### config.mk
export PLATFORM = sky130hd
export DESIGN_NAME = numeric_display_driver
export DESIGN_NICKNAME = d
export VERILOG_FILES = /design/src/rtl/numeric_display_driver_pkg.sv /design/src/rtl/numeric_display_driver_bin_to_bcd.sv /design/src/rtl/numeric_display_driver.sv
export SDC_FILE = /design/constraint.sdc
export NUM_CORES = 1
export LEC_CHECK = 0
export ABC_AREA = 1
export CAP_MARGIN = 30
export CORE_ASPECT_RATIO = 1.2
export CORE_MARGIN = 2
export CORE_UTILIZATION = 50
export DETAILED_ROUTE_END_ITERATION = 8
export PLACE_DENSITY = 0.79
export SYNTH_ARGS = -nofsm -noshare
export SYNTH_HDL_FRONTEND = slang
export SYNTH_SLANG_ARGS = --single-unit
### constraint.sdc
create_clock -name clk -period 2.6 [get_ports clk]
set_clock_uncertainty 0.05 [all_clocks]
set_input_delay 0.52 -clock clk [delete_from_list [all_inputs] [get_ports clk]]
set_output_delay 0.52 -clock clk [all_outputs]
set_load 0.02 [all_outputs]
### src/rtl/numeric_display_driver_pkg.sv
// Shared definitions for the numeric display driver.
// Provides the conversion FSM state type, the active-high glyph table
// ({g,f,e,d,c,b,a}) and a helper for the largest displayable value.
package numeric_display_driver_pkg;

  typedef enum logic [1:0] {
    StIdle,
    StShift,
    StDone
  } conv_state_e;

  localparam logic [6:0] SegDash  = 7'b1000000;
  localparam logic [6:0] SegBlank = 7'b0000000;

  // Active-high glyph for one BCD digit; anything above 9 is blank.
  function automatic logic [6:0] seg_glyph(input logic [3:0] d);
    logic [6:0] g;
    case (d)
      4'd0:    g = 7'b0111111;
      4'd1:    g = 7'b0000110;
      4'd2:    g = 7'b1011011;
      4'd3:    g = 7'b1001111;
      4'd4:    g = 7'b1100110;
      4'd5:    g = 7'b1101101;
      4'd6:    g = 7'b1111101;
      4'd7:    g = 7'b0000111;
      4'd8:    g = 7'b1111111;
      4'd9:    g = 7'b1101111;
      default: g = SegBlank;
    endcase
    return g;
  endfunction

  // 10^digits - 1
  function automatic longint unsigned max_display(input int unsigned digits);
    longint unsigned p;
    p = 64'd1;
    for (int unsigned i = 0; i < digits; i++) begin
      p = p * 64'd10;
    end
    return p - 64'd1;
  endfunction

endpackage

### src/rtl/numeric_display_driver_bin_to_bcd.sv
// Sequential double-dabble binary-to-BCD converter.
// Ports:
//   clk, rst       system clock, synchronous active-high reset
//   start          1-cycle request; accepted only in idle
//   bin_in         binary value captured on an accepted start
//   busy           high in shift and done states (VALUE_W+1 cycles)
//   done           1-cycle pulse; bcd_out/overflow_pend are final during it
//   overflow_pend  captured value exceeds 10^DIGITS-1
//   bcd_out        BCD scratch register, DIGITS nibbles, digit 0 in [3:0]
module numeric_display_driver_bin_to_bcd
  import numeric_display_driver_pkg::*;
#(
  parameter int unsigned DIGITS  = 4,
  parameter int unsigned VALUE_W = 14
) (
  input  logic                  clk,
  input  logic                  rst,
  input  logic                  start,
  input  logic [VALUE_W-1:0]    bin_in,
  output logic                  busy,
  output logic                  done,
  output logic                  overflow_pend,
  output logic [4*DIGITS-1:0]   bcd_out
);

  localparam int unsigned     CntW   = $clog2(VALUE_W + 1);
  localparam longint unsigned MaxVal = max_display(DIGITS);

  conv_state_e            state_q, state_d;
  logic [VALUE_W-1:0]     bin_q;
  logic [4*DIGITS-1:0]    scratch_q;
  logic [4*DIGITS-1:0]    adj;
  logic [CntW-1:0]        cnt_q;
  logic                   ovf_q;

  // Add-3 correction on every nibble >= 5 before the shift.
  always_comb begin
    adj = scratch_q;
    for (int i = 0; i < int'(DIGITS); i++) begin
      if (scratch_q[4*i +: 4] >= 4'd5) begin
        adj[4*i +: 4] = scratch_q[4*i +: 4] + 4'd3;
      end
    end
  end

  always_comb begin
    state_d = state_q;
    busy    = 1'b0;
    done    = 1'b0;
    unique case (state_q)
      StIdle: begin
        if (start) state_d = StShift;
      end
      StShift: begin
        busy = 1'b1;
        if (cnt_q == CntW'(VALUE_W - 1)) state_d = StDone;
      end
      StDone: begin
        busy    = 1'b1;
        done    = 1'b1;
        state_d = StIdle;
      end
      default: state_d = StIdle;
    endcase
  end

  always_ff @(posedge clk) begin
    if (rst) begin
      state_q   <= StIdle;
      bin_q     <= '0;
      scratch_q <= '0;
      cnt_q     <= '0;
      ovf_q     <= 1'b0;
    end else begin
      state_q <= state_d;
      if (state_q == StIdle && start) begin
        bin_q     <= bin_in;
        scratch_q <= '0;
        cnt_q     <= '0;
        ovf_q     <= (64'(bin_in) > MaxVal);
      end else if (state_q == StShift) begin
        {scratch_q, bin_q} <= {adj[4*DIGITS-2:0], bin_q, 1'b0};
        cnt_q              <= cnt_q + CntW'(1);
      end
    end
  end

  assign overflow_pend = ovf_q;
  assign bcd_out       = scratch_q;

endmodule

### src/rtl/numeric_display_driver.sv
// Multiplexed 7-segment driver: converts a binary value to BCD and scans
// DIGITS digits, advancing one digit per rising edge of scan_clk.
// Ports:
//   clk, rst   system clock, synchronous active-high reset
//   scan_clk   slow divider output, synchronised and edge-detected as data
//   value      binary value, captured on load
//   load       1-cycle capture request, dropped while busy
//   busy       conversion in progress
//   overflow   displayed value exceeds 10^DIGITS-1 (all digits show '-')
//   seg        {g,f,e,d,c,b,a}, registered, polarity per ACTIVE_LOW
//   an         one-hot digit enable, registered, an[0] = least-significant
module numeric_display_driver
  import numeric_display_driver_pkg::*;
#(
  parameter int unsigned DIGITS        = 4,
  parameter int unsigned VALUE_W       = 14,
  parameter bit          ACTIVE_LOW    = 1'b1,
  parameter bit          BLANK_LEADING = 1'b1
) (
  input  logic                clk,
  input  logic                rst,
  input  logic                scan_clk,
  input  logic [VALUE_W-1:0]  value,
  input  logic                load,
  output logic                busy,
  output logic                overflow,
  output logic [6:0]          seg,
  output logic [DIGITS-1:0]   an
);

  localparam int unsigned IdxW = (DIGITS > 1) ? $clog2(DIGITS) : 1;

  logic                 conv_done;
  logic                 ovf_pend;
  logic [4*DIGITS-1:0]  bcd_new;

  logic [1:0]           sync_q;
  logic                 scan_prev_q;
  logic                 scan_tick;
  logic [IdxW-1:0]      idx_q, idx_d;
  logic [4*DIGITS-1:0]  disp_q, disp_d;
  logic                 ovf_q, ovf_d;
  logic [3:0]           nib;
  logic                 blank;
  logic [6:0]           glyph_d;
  logic [DIGITS-1:0]    an_d;
  logic [6:0]           seg_q;
  logic [DIGITS-1:0]    an_q;

  numeric_display_driver_bin_to_bcd #(
    .DIGITS  (DIGITS),
    .VALUE_W (VALUE_W)
  ) u_bin_to_bcd (
    .clk           (clk),
    .rst           (rst),
    .start         (load),
    .bin_in        (value),
    .busy          (busy),
    .done          (conv_done),
    .overflow_pend (ovf_pend),
    .bcd_out       (bcd_new)
  );

  assign scan_tick = sync_q[1] & ~scan_prev_q;

  // seg/an are built from next-state index and register so a tick and a
  // conversion completing together still give a coherent frame.
  always_comb begin
    idx_d  = idx_q;
    if (scan_tick) begin
      idx_d = (idx_q == IdxW'(DIGITS - 1)) ? '0 : idx_q + IdxW'(1);
    end
    disp_d = conv_done ? bcd_new  : disp_q;
    ovf_d  = conv_done ? ovf_pend : ovf_q;

    nib   = disp_d[{idx_d, 2'b00} +: 4];
    // Blank digit i>0 when it and every more-significant digit are zero.
    blank = BLANK_LEADING && (idx_d != '0);
    for (int i = 0; i < int'(DIGITS); i++) begin
      if (i >= int'(idx_d) && disp_d[4*i +: 4] != 4'd0) blank = 1'b0;
    end

    if (ovf_d)      glyph_d = SegDash;
    else if (blank) glyph_d = SegBlank;
    else            glyph_d = seg_glyph(nib);

    an_d = DIGITS'(1) << idx_d;
  end

  always_ff @(posedge clk) begin
    if (rst) begin
      sync_q      <= '0;
      scan_prev_q <= 1'b0;
      idx_q       <= '0;
      disp_q      <= '0;
      ovf_q       <= 1'b0;
      seg_q       <= ACTIVE_LOW ? ~seg_glyph(4'd0) : seg_glyph(4'd0);
      an_q        <= ACTIVE_LOW ? ~DIGITS'(1) : DIGITS'(1);
    end else begin
      sync_q      <= {sync_q[0], scan_clk};
      scan_prev_q <= sync_q[1];
      idx_q       <= idx_d;
      disp_q      <= disp_d;
      ovf_q       <= ovf_d;
      seg_q       <= ACTIVE_LOW ? ~glyph_d : glyph_d;
      an_q        <= ACTIVE_LOW ? ~an_d : an_d;
    end
  end

  assign overflow = ovf_q;
  assign seg      = seg_q;
  assign an       = an_q;

endmodule

==> results of run 1 <==
-- state kept, by name, summed over array words and instances (netlist names) --
| signal | count |
|---|---|
| idx_q | 2 |
| u_bin_to_bcd.bcd_out | 16 |
| u_bin_to_bcd.overflow_pend | 1 |
| scan_prev_q | 1 |
| u_bin_to_bcd.state_q | 2 |
| u_bin_to_bcd.bin_q | 14 |
| u_bin_to_bcd.cnt_q | 4 |
| seg | 7 |
| sync_q | 2 |
| overflow | 1 |
| an | 4 |
| disp_q | 16 |
-- final cells by class --
type	instances	share of cell area (%)
Clock buffer	11	3.49
Clock inverter	4	0.586
Inverter	60	5.56
Multi-Input combinational cell	354	44.4
Sequential cell	70	34.6
Tap cell	87	2.69
Timing Repair Buffer	37	8.70
-- routing by layer --
layer  share of wire (%)  vias up  routed length [um]
met4                 2.3        0                 165
met3                 3.2       15                 233
li1                    -     1668                   -
met2                  48       60                3520
met5                   0        -                   0
met1                  47     1478                3410
-- how the worst max path moves through the flow --
stage,end,startpoint
2_1_floorplan,seg[3],u_bin_to_bcd.state_q[0]
3_3_place_gp,seg[3],u_bin_to_bcd.state_q[0]
3_5_place_dp,seg[3],u_bin_to_bcd.state_q[0]
4_1_cts,seg[3],u_bin_to_bcd.state_q[0]
5_1_grt,seg[3],u_bin_to_bcd.state_q[0]
6_report,seg[3],u_bin_to_bcd.state_q[0]
-- power breakdown --
part | switching [mW] | internal, mW
registers | 0.111 | 1.28
logic | 0.857 | 0.531
clock network | 0.397 | 0.364
total | 1.37 | 2.17
-- logic make-up after synthesis --
| logic type | share of synthesized area, % |
|---|---|
| adder cells (fa/ha/maj) | 7.13 |
| buffers and inverters | 8.87 |
| AO/OA/AOI/OAI | 15.2 |
| XOR/XNOR | 1.25 |
| AND/OR/NAND/NOR | 27.6 |
| flip-flops | 39.9 |
-- repair_timing --
action,in CTS,in global routing
resized for setup,0,1
hold buffers,0,0
endpoints found under the setup margin,0,5
-- synth_stat cells --
cell type,number
buf_4,1
a22o_1,1
nor4_1,1
nor2_1,53
xor2_1,3
nand3b_1,3
nand2_4,2
o21ai_0,28
a221oi_1,4
buf_2,3
nor2_4,1
nor2_2,3
a32o_1,1
buf_6,2
clkinv_1,1
and3_1,1
o211ai_1,6
nand2_2,6
nand4_1,2
inv_1,57
nor3_1,2
ha_1,20
clkbuf_1,11
o21a_1,3
nand2_1,134
nand3_1,24
a31oi_1,2
xnor2_1,2
dfxtp_1,70
a21oi_1,51
o21ai_1,1
inv_2,2
-- worst max-delay path: cells and delay by family, from the launching register on --
kind	cells	cell delay, ns
buffers and inverters	4	0.51
adder cells (fa/ha/maj)	2	0.54
AO/OA/AOI/OAI	1	0.11
AND/OR/NAND/NOR	9	0.69
flip-flops	1	0.32
==> results.toml, run 1 <==
[status]
status = "finished, final reports clean"

[floorplanning]
rows = 33
die-area_um2 = 7710
die_h_um = 95.8
core_um2 = 6810
die_w_um = 80.5
io_pins = 31
start_util_pct = 51.5

[detailed_routing]
drc = 0
wl_per_cell_um = 11.8
drt_iter0_markers = 134
vias = 3221
firstDrtPassIters = 4
ant_nets = 0
routed_wl_mm = 7.33
viasPerCell = 5.17

[sta]
final.setup.worst_slack_ns = 0.256
tns_ns = 0
min_period_over_period_pct = 90.1
fmax_mhz = 427
slew_viol_final = 0
max_slew.worst_pin.slew_ns = 0.490
rsz0062_at_grt = "no"
min_period_ns = 2.34
fin_hold_ws_ns = 0.364
maxSlewHeadroom_pct = 67.3
setup_viol = 0
hold_viol = 0

[cells_and_area]
diodes = 0
area_growth_pct = 15.5
fin_cells = 623
utilization_pct = 59.5
nets = 570
drive_above_1_share_pct = 6.72
fillerInstances = 616
regArea_um2 = 1400
final_area_um2 = 4050
multi_input_area_um2 = 1800
final_common_cell = "nand2_1"
final_cell_mix = "nand2_1 (134), dfxtp_1 (70), inv_1 (57)"

[global_route]
met3_usage_pct = 5.72
grt_pass1_vias = 2868
grt_pass1_wl_mm = 12.3
track_usage_pct = 20.4
overflow = 0
antenna_found_initial = 0
busiest_layer = "met2"
met1_usage_pct = 24.1
grt_max_degree = 39
grt_use_met2_pct = 35.0

[logic_synthesis]
ys_seq_area_share_pct = 39.9
yosys_warnings = 0
synth.top_cell.area_share_pct = 39.9
yosysUniqueCellTypes = 32
avgSynthCellArea_um2 = 7.01
syn_nets = 539
synth.area.top_cells = "dfxtp_1 (40%), nand2_1 (14%), a21oi_1 (7.3%)"
postSynthCellCount = 501
synth_area_um2 = 3510
yosysTopAreaCell = "dfxtp_1"
ys_seq_elements = 70

[place]
gp_routability_congestion = 0.875
numPlacedInstances = 608
io_buffers = 30
dp_slack_ns = 0.212
dpl.hpwl_mm = 5.27
dpl_cell_area_um2 = 3890

[worst_setup_path]
reg2reg_to = "seg[3]"
crit_path_cell_trace = "inv_1 -> ha_2 -> buf_4 -> nand2_1 -> o21ai_0 -> inv_1 -> nand2_1 -> nand2_1 -> nand2_1 -> nand2_2 -> inv_1 -> ha_1 -> nor2_1 -> nor2_1 -> nor2_1 -> nor2_1"
endpoint_kind = "flip-flop"
r2r_cells = 16
crit_arrival_ns = 2.53
start_kind = "flip-flop"
cp.required_ns = 2.78
path_class = "flip-flop to flip-flop"
critPathSlowestCell = "dfxtp_1"
rrSetupSlack_ns = 0.26
slowest_delay_ns = 0.32
reg2reg_from = "u_bin_to_bcd.state_q[0]"
worst-path-max-fanout = 9

[clock_tree]
clkTransAtPathRegs_ns = 0.07
insertion_delay_ns = 0.35
cts_buffers = 9
cts-root-buf = "clkbuf_8"
clockBufferDepth = 2
ctsHtreeMaxLevel = 3
cts_setup_buffers = 0
cts_tree = "yes"
clkSinkCount = 70

[power_and_ir_drop]
p_per_area_nw_per_um2 = 873
power_leakage_nw = 1.82
finalPower_mw = 3.54
max-vdd-ir-drop_mv = 0.583

[worst_hold_path]
hp-class = "flip-flop to flip-flop"
hold_start = "sync_q[0]"
min_to = "sync_q[1]"
hold_depth = 2

[flow_run]
maxCapViolations = 0
Power figures use the tool's default switching activity.
==> run 2: changes to the inputs <==
--- a/config.mk
+++ b/config.mk
@@ -11,6 +11,7 @@
 export CORE_MARGIN = 2
 export CORE_UTILIZATION = 50
 export DETAILED_ROUTE_END_ITERATION = 8
+export MAX_ROUTING_LAYER = met4
 export PLACE_DENSITY = 0.79
 export SYNTH_ARGS = -nofsm -noshare
 export SYNTH_HDL_FRONTEND = slang
==> run 2 against run 1 <==
Clock-buffer cell count stayed put. Die area stayed put. Setup slack better by 0.0029 ns. Sequential share of layout area stayed put. Via count hardly changed. Global-route usage is 0.58 points higher. Cell area stayed put. Critical path type unchanged. Critical endpoint unchanged. Largest cell class unchanged.
==> results.toml, run 2 (synthesis gave the netlist of run 1 again) <==
[status]
status = "finished, final reports clean"

[worst_setup_path]
crit_start = "u_bin_to_bcd.state_q[0]"
crit_path_cell_trace = "inv_1 -> ha_2 -> buf_4 -> nand2_1 -> o21ai_0 -> inv_1 -> nand2_1 -> nand2_1 -> nand2_1 -> nand2_2 -> inv_1 -> ha_1 -> nor2_1 -> nor2_1 -> nor2_1 -> nor2_1"
cp_num_cells = 16
slowest_delay_ns = 0.32
critPathSlowestCell = "dfxtp_1"
reg2reg_to = "seg[3]"
r2r_cells = 16
path_class = "flip-flop to flip-flop"
crit_arrival_ns = 2.52
start_kind = "flip-flop"
rrSetupSlack_ns = 0.26
cp.required_ns = 2.78
reg2reg_from = "u_bin_to_bcd.state_q[0]"
endpoint_kind = "flip-flop"
worst-path-max-fanout = 9
crit_buf_inv = 4
critPathTopFamily = "simple AND/OR/NAND/NOR gates"
cp-endpoint = "seg[3]"

[detailed_routing]
wl_per_cell_um = 11.8
drt_iter0_markers = 136
wl_met1_mm = 3.43
drc = 0
viasPerCell = 5.17
firstDrtPassIters = 4
vias = 3218
wl_met2_mm = 3.54
top_layer_used = "met4"
routed-wl-met3_um = 236
routed_wl_mm = 7.36
ant_nets = 0

[clock_tree]
cts_buffers = 9
ctsHoldBuffers = 0
cts-root-buf = "clkbuf_8"
clkTransAtPathRegs_ns = 0.07
ctsHtreeMaxLevel = 3
clkSinkCount = 70
insertion_delay_ns = 0.35
clockBufferDepth = 2
cts_tree = "yes"

[place]
io_buffers = 30
dpl.hpwl_mm = 5.27
gp_routability_congestion = 0.889
numPlacedInstances = 608
dpl_cell_area_um2 = 3890

[cells_and_area]
fillerInstances = 616
drive_above_1_share_pct = 6.72
fin_cells = 623
final_area_um2 = 4050
nets = 570
diodes = 0
area_growth_pct = 15.5
final_common_cell = "nand2_1"
final_cell_mix = "nand2_1 (134), dfxtp_1 (70), inv_1 (57)"

[sta]
fmax_mhz = 427
rsz0062_at_grt = "no"
hold_viol = 0
tns_ns = 0
min_period_over_period_pct = 90.0
maxSlewHeadroom_pct = 67.3
setup_viol = 0
max_slew.worst_pin.slew_ns = 0.490
slew_viol_final = 0
min_period_ns = 2.34

[floorplanning]
start_util_pct = 51.5
die_h_um = 95.8
core_um2 = 6810
rows = 33
die_w_um = 80.5
die-area_um2 = 7710
io_pins = 31

[global_route]
antenna_found_initial = 0
track_usage_pct = 21.0
overflow = 0
grt_pass1_vias = 2866
grt_max_degree = 39
grt_pass1_wl_mm = 12.3

[flow_run]
maxCapViolations = 0

[worst_hold_path]
hp-class = "flip-flop to flip-flop"

[power_and_ir_drop]
power_leakage_nw = 1.82
finalPower_mw = 3.54
max-vdd-ir-drop_mv = 0.584
p_per_area_nw_per_um2 = 874
## run 2: worst min path at each step
stage	start	to	slack (ns)	cells past startpoint
floorplan	sync_q[0]	sync_q[1]	0.34	2
global placement	sync_q[0]	sync_q[1]	0.35	2
detailed placement	sync_q[0]	sync_q[1]	0.36	2
CTS	sync_q[0]	sync_q[1]	0.37	2
global route	sync_q[0]	sync_q[1]	0.39	2
finish	sync_q[0]	sync_q[1]	0.36	2
## run 2: worst reg2reg max path, stage by stage (launching register included)
cell and delay [ns]:
dfxtp_1 0.32, inv_1 0.13, ha_2 0.31, buf_4 0.18
nand2_1 0.06, o21ai_0 0.11, inv_1 0.11, nand2_1 0.08
nand2_1 0.05, nand2_1 0.07, nand2_2 0.10, inv_1 0.09
ha_1 0.23, nor2_1 0.14, nor2_1 0.06, nor2_1 0.09
nor2_1 0.04
## run 2: what timing repair did
| item | in CTS | in global routing |
|---|---|---|
| buffers inserted | 0 | 0 |
| setup endpoints to repair | 0 | 5 |
| resized for setup | 0 | 1 |
| endpoints found under the hold margin | 0 | 0 |
## run 2: per-layer routing
layer / vias up / global-route usage, %
met3: 14 / 5.72
met4: 0 / 7.77
li1: 1670 / -
met1: 1481 / 24.1
met5: - / -
met2: 53 / 35.1
## run 2: cell type report
class,count,area (um2),area share [%]
clock buffers,11,141,3.49
well taps,87,109,2.69
clock inverters,4,23.8,0.586
flip-flops and latches,70,1400,34.6
repair buffers,37,353,8.70
inverters,60,225,5.56
multi-input cells,354,1800,44.4
## run 2: power by group
group | switching, mW | internal (mW) | total (mW)
logic | 0.858 | 0.531 | 1.39
registers | 0.111 | 1.28 | 1.39
clock network | 0.398 | 0.364 | 0.762
## run 2: through the flow
stage          util [%]  worst slack (ns)  hold slack [ns]
2_1_floorplan         -             0.500            0.338
3_3_place_gp       57.0             0.305            0.347
3_5_place_dp       57.0             0.212            0.360
4_1_cts            59.5             0.172            0.372
5_1_grt            59.5            0.0387            0.389
6_report           59.5             0.259            0.364
==> RTL change (settings of run 2) <==
Put one more register stage on the output `seg`, with the module's reset. The value now appears one clock later. The other outputs are not delayed to match. Comments in the files are not updated.
--- a/src/rtl/numeric_display_driver.sv
+++ b/src/rtl/numeric_display_driver.sv
@@ -108,7 +108,13 @@
   end
 
   assign overflow = ovf_q;
-  assign seg      = seg_q;
+  always_ff @(posedge clk) begin
+    if (rst) begin
+      seg <= '0;
+    end else begin
+      seg <= seg_q;
+    end
+  end
   assign an       = an_q;
 
 endmodule
Behaviour: not the same (a bounded check fails within 4 cycles, from zero or initial values and one cycle with rst high).
==> RTL change against run 2 <==
Setup slack worse by 0.056 ns. Area after synthesis up 7.8%. Wire length up 6.5%. Sequential cell count up 7. Global-route usage about the same. Non-clock buffer count up 2. Total power up 14%. Combinational power up 9%. Count of clock-buffer cells in the layout down 2. Final area up 7.7%.
==> RTL change: results (changes against run 2) <==
- Clock latency at the later pin of the worst-skew pair: 0.37 ns (was 0.35 ns)
- Post-Place Cells: 630 (was 608)
- Worst Tran Pin Value: 0.743 ns (was 0.490 ns)
- Vias in the first global route: 3172 (was 2866)
- CP arrival: 2.60 ns (was 2.52 ns)
- Compound-Gate Fraction of Synth Area: 14.2% (was 15.2%)
- Clk slew on worst S/H paths: 0.09 ns (was 0.07 ns)
- Commonest cells post-synth: nand2_1, dfxtp_1, inv_1 (unchanged)
- Syn_nets: 558 (was 539)
- WL final: 7840 µm (was 7360 µm)
- Crit path max fanout: 7 (was 9)
- Layout Cells excl Fill: 646 (was 623)
- Syn Inst Count: 520 (was 501)
- Layout cells sized above 1: 10.1% (was 6.72%)
- Synth Area in XOR/XNOR: 1.85% (was 1.25%)
- Worst hold margin: 0.353 ns (was 0.364 ns)
- Adder-Cell Fraction of Synth Area: 6.61% (was 7.13%)
- Status: complete, no violations (unchanged)
- First-pass GRT wire length: 13900 µm (was 12300 µm)
- Worst setup path end: seg_q[3] (was seg[3])
- DR iter-0 viols: 125 (was 136)
- Hold Crit Start: seg_q[0] (was sync_q[0])
- NumNets Final: 589 (was 570)
- LEAKAGE: 1.92 nW (was 1.82 nW)
- Routability Congestion: 0.861 (was 0.889)
- FILL cells: 673 (was 616)
- Register-to-Register Path Depth: 15 (was 16)
- DPL Wire Length: 5430 µm (was 5270 µm)
- Hold EP: seg[0] (was sync_q[1])
- Placed Area: 4160 µm² (was 3890 µm²)
- Vias: 3318 (was 3218)
- Fraction of the yosys area taken by sequential cells: 40.7% (was 39.9%)
[RTL change: cell count changes after synthesis, sizes merged, moves of 3 or more]
cell           run 2  this run
nand2            142       145
dfxtp             70        77
buf                6         9
nand3             24        21
nor2              57        61
o21ai             29        33
a221oi             4         0
xor2               3         6
[RTL change: cell type report]
| type | instances | area (µm²) | area share, % |
|---|---|---|---|
| Timing Repair Buffer | 39 | 368 | 8.42 |
| Inverter | 63 | 236 | 5.41 |
| Clock buffer | 9 | 124 | 2.84 |
| Clock inverter | 7 | 81.3 | 1.86 |
| Sequential cell | 77 | 1540 | 35.3 |
| Tap cell | 90 | 113 | 2.58 |
| Multi-Input combinational cell | 361 | 1900 | 43.6 |
[RTL change: report_power, final]
part           switching [mW]  leakage [nW]  internal [mW]  total (mW)
registers               0.139         0.630           1.43        1.57
clock network           0.485         0.106          0.458       0.943
logic                   0.952          1.18          0.573        1.52
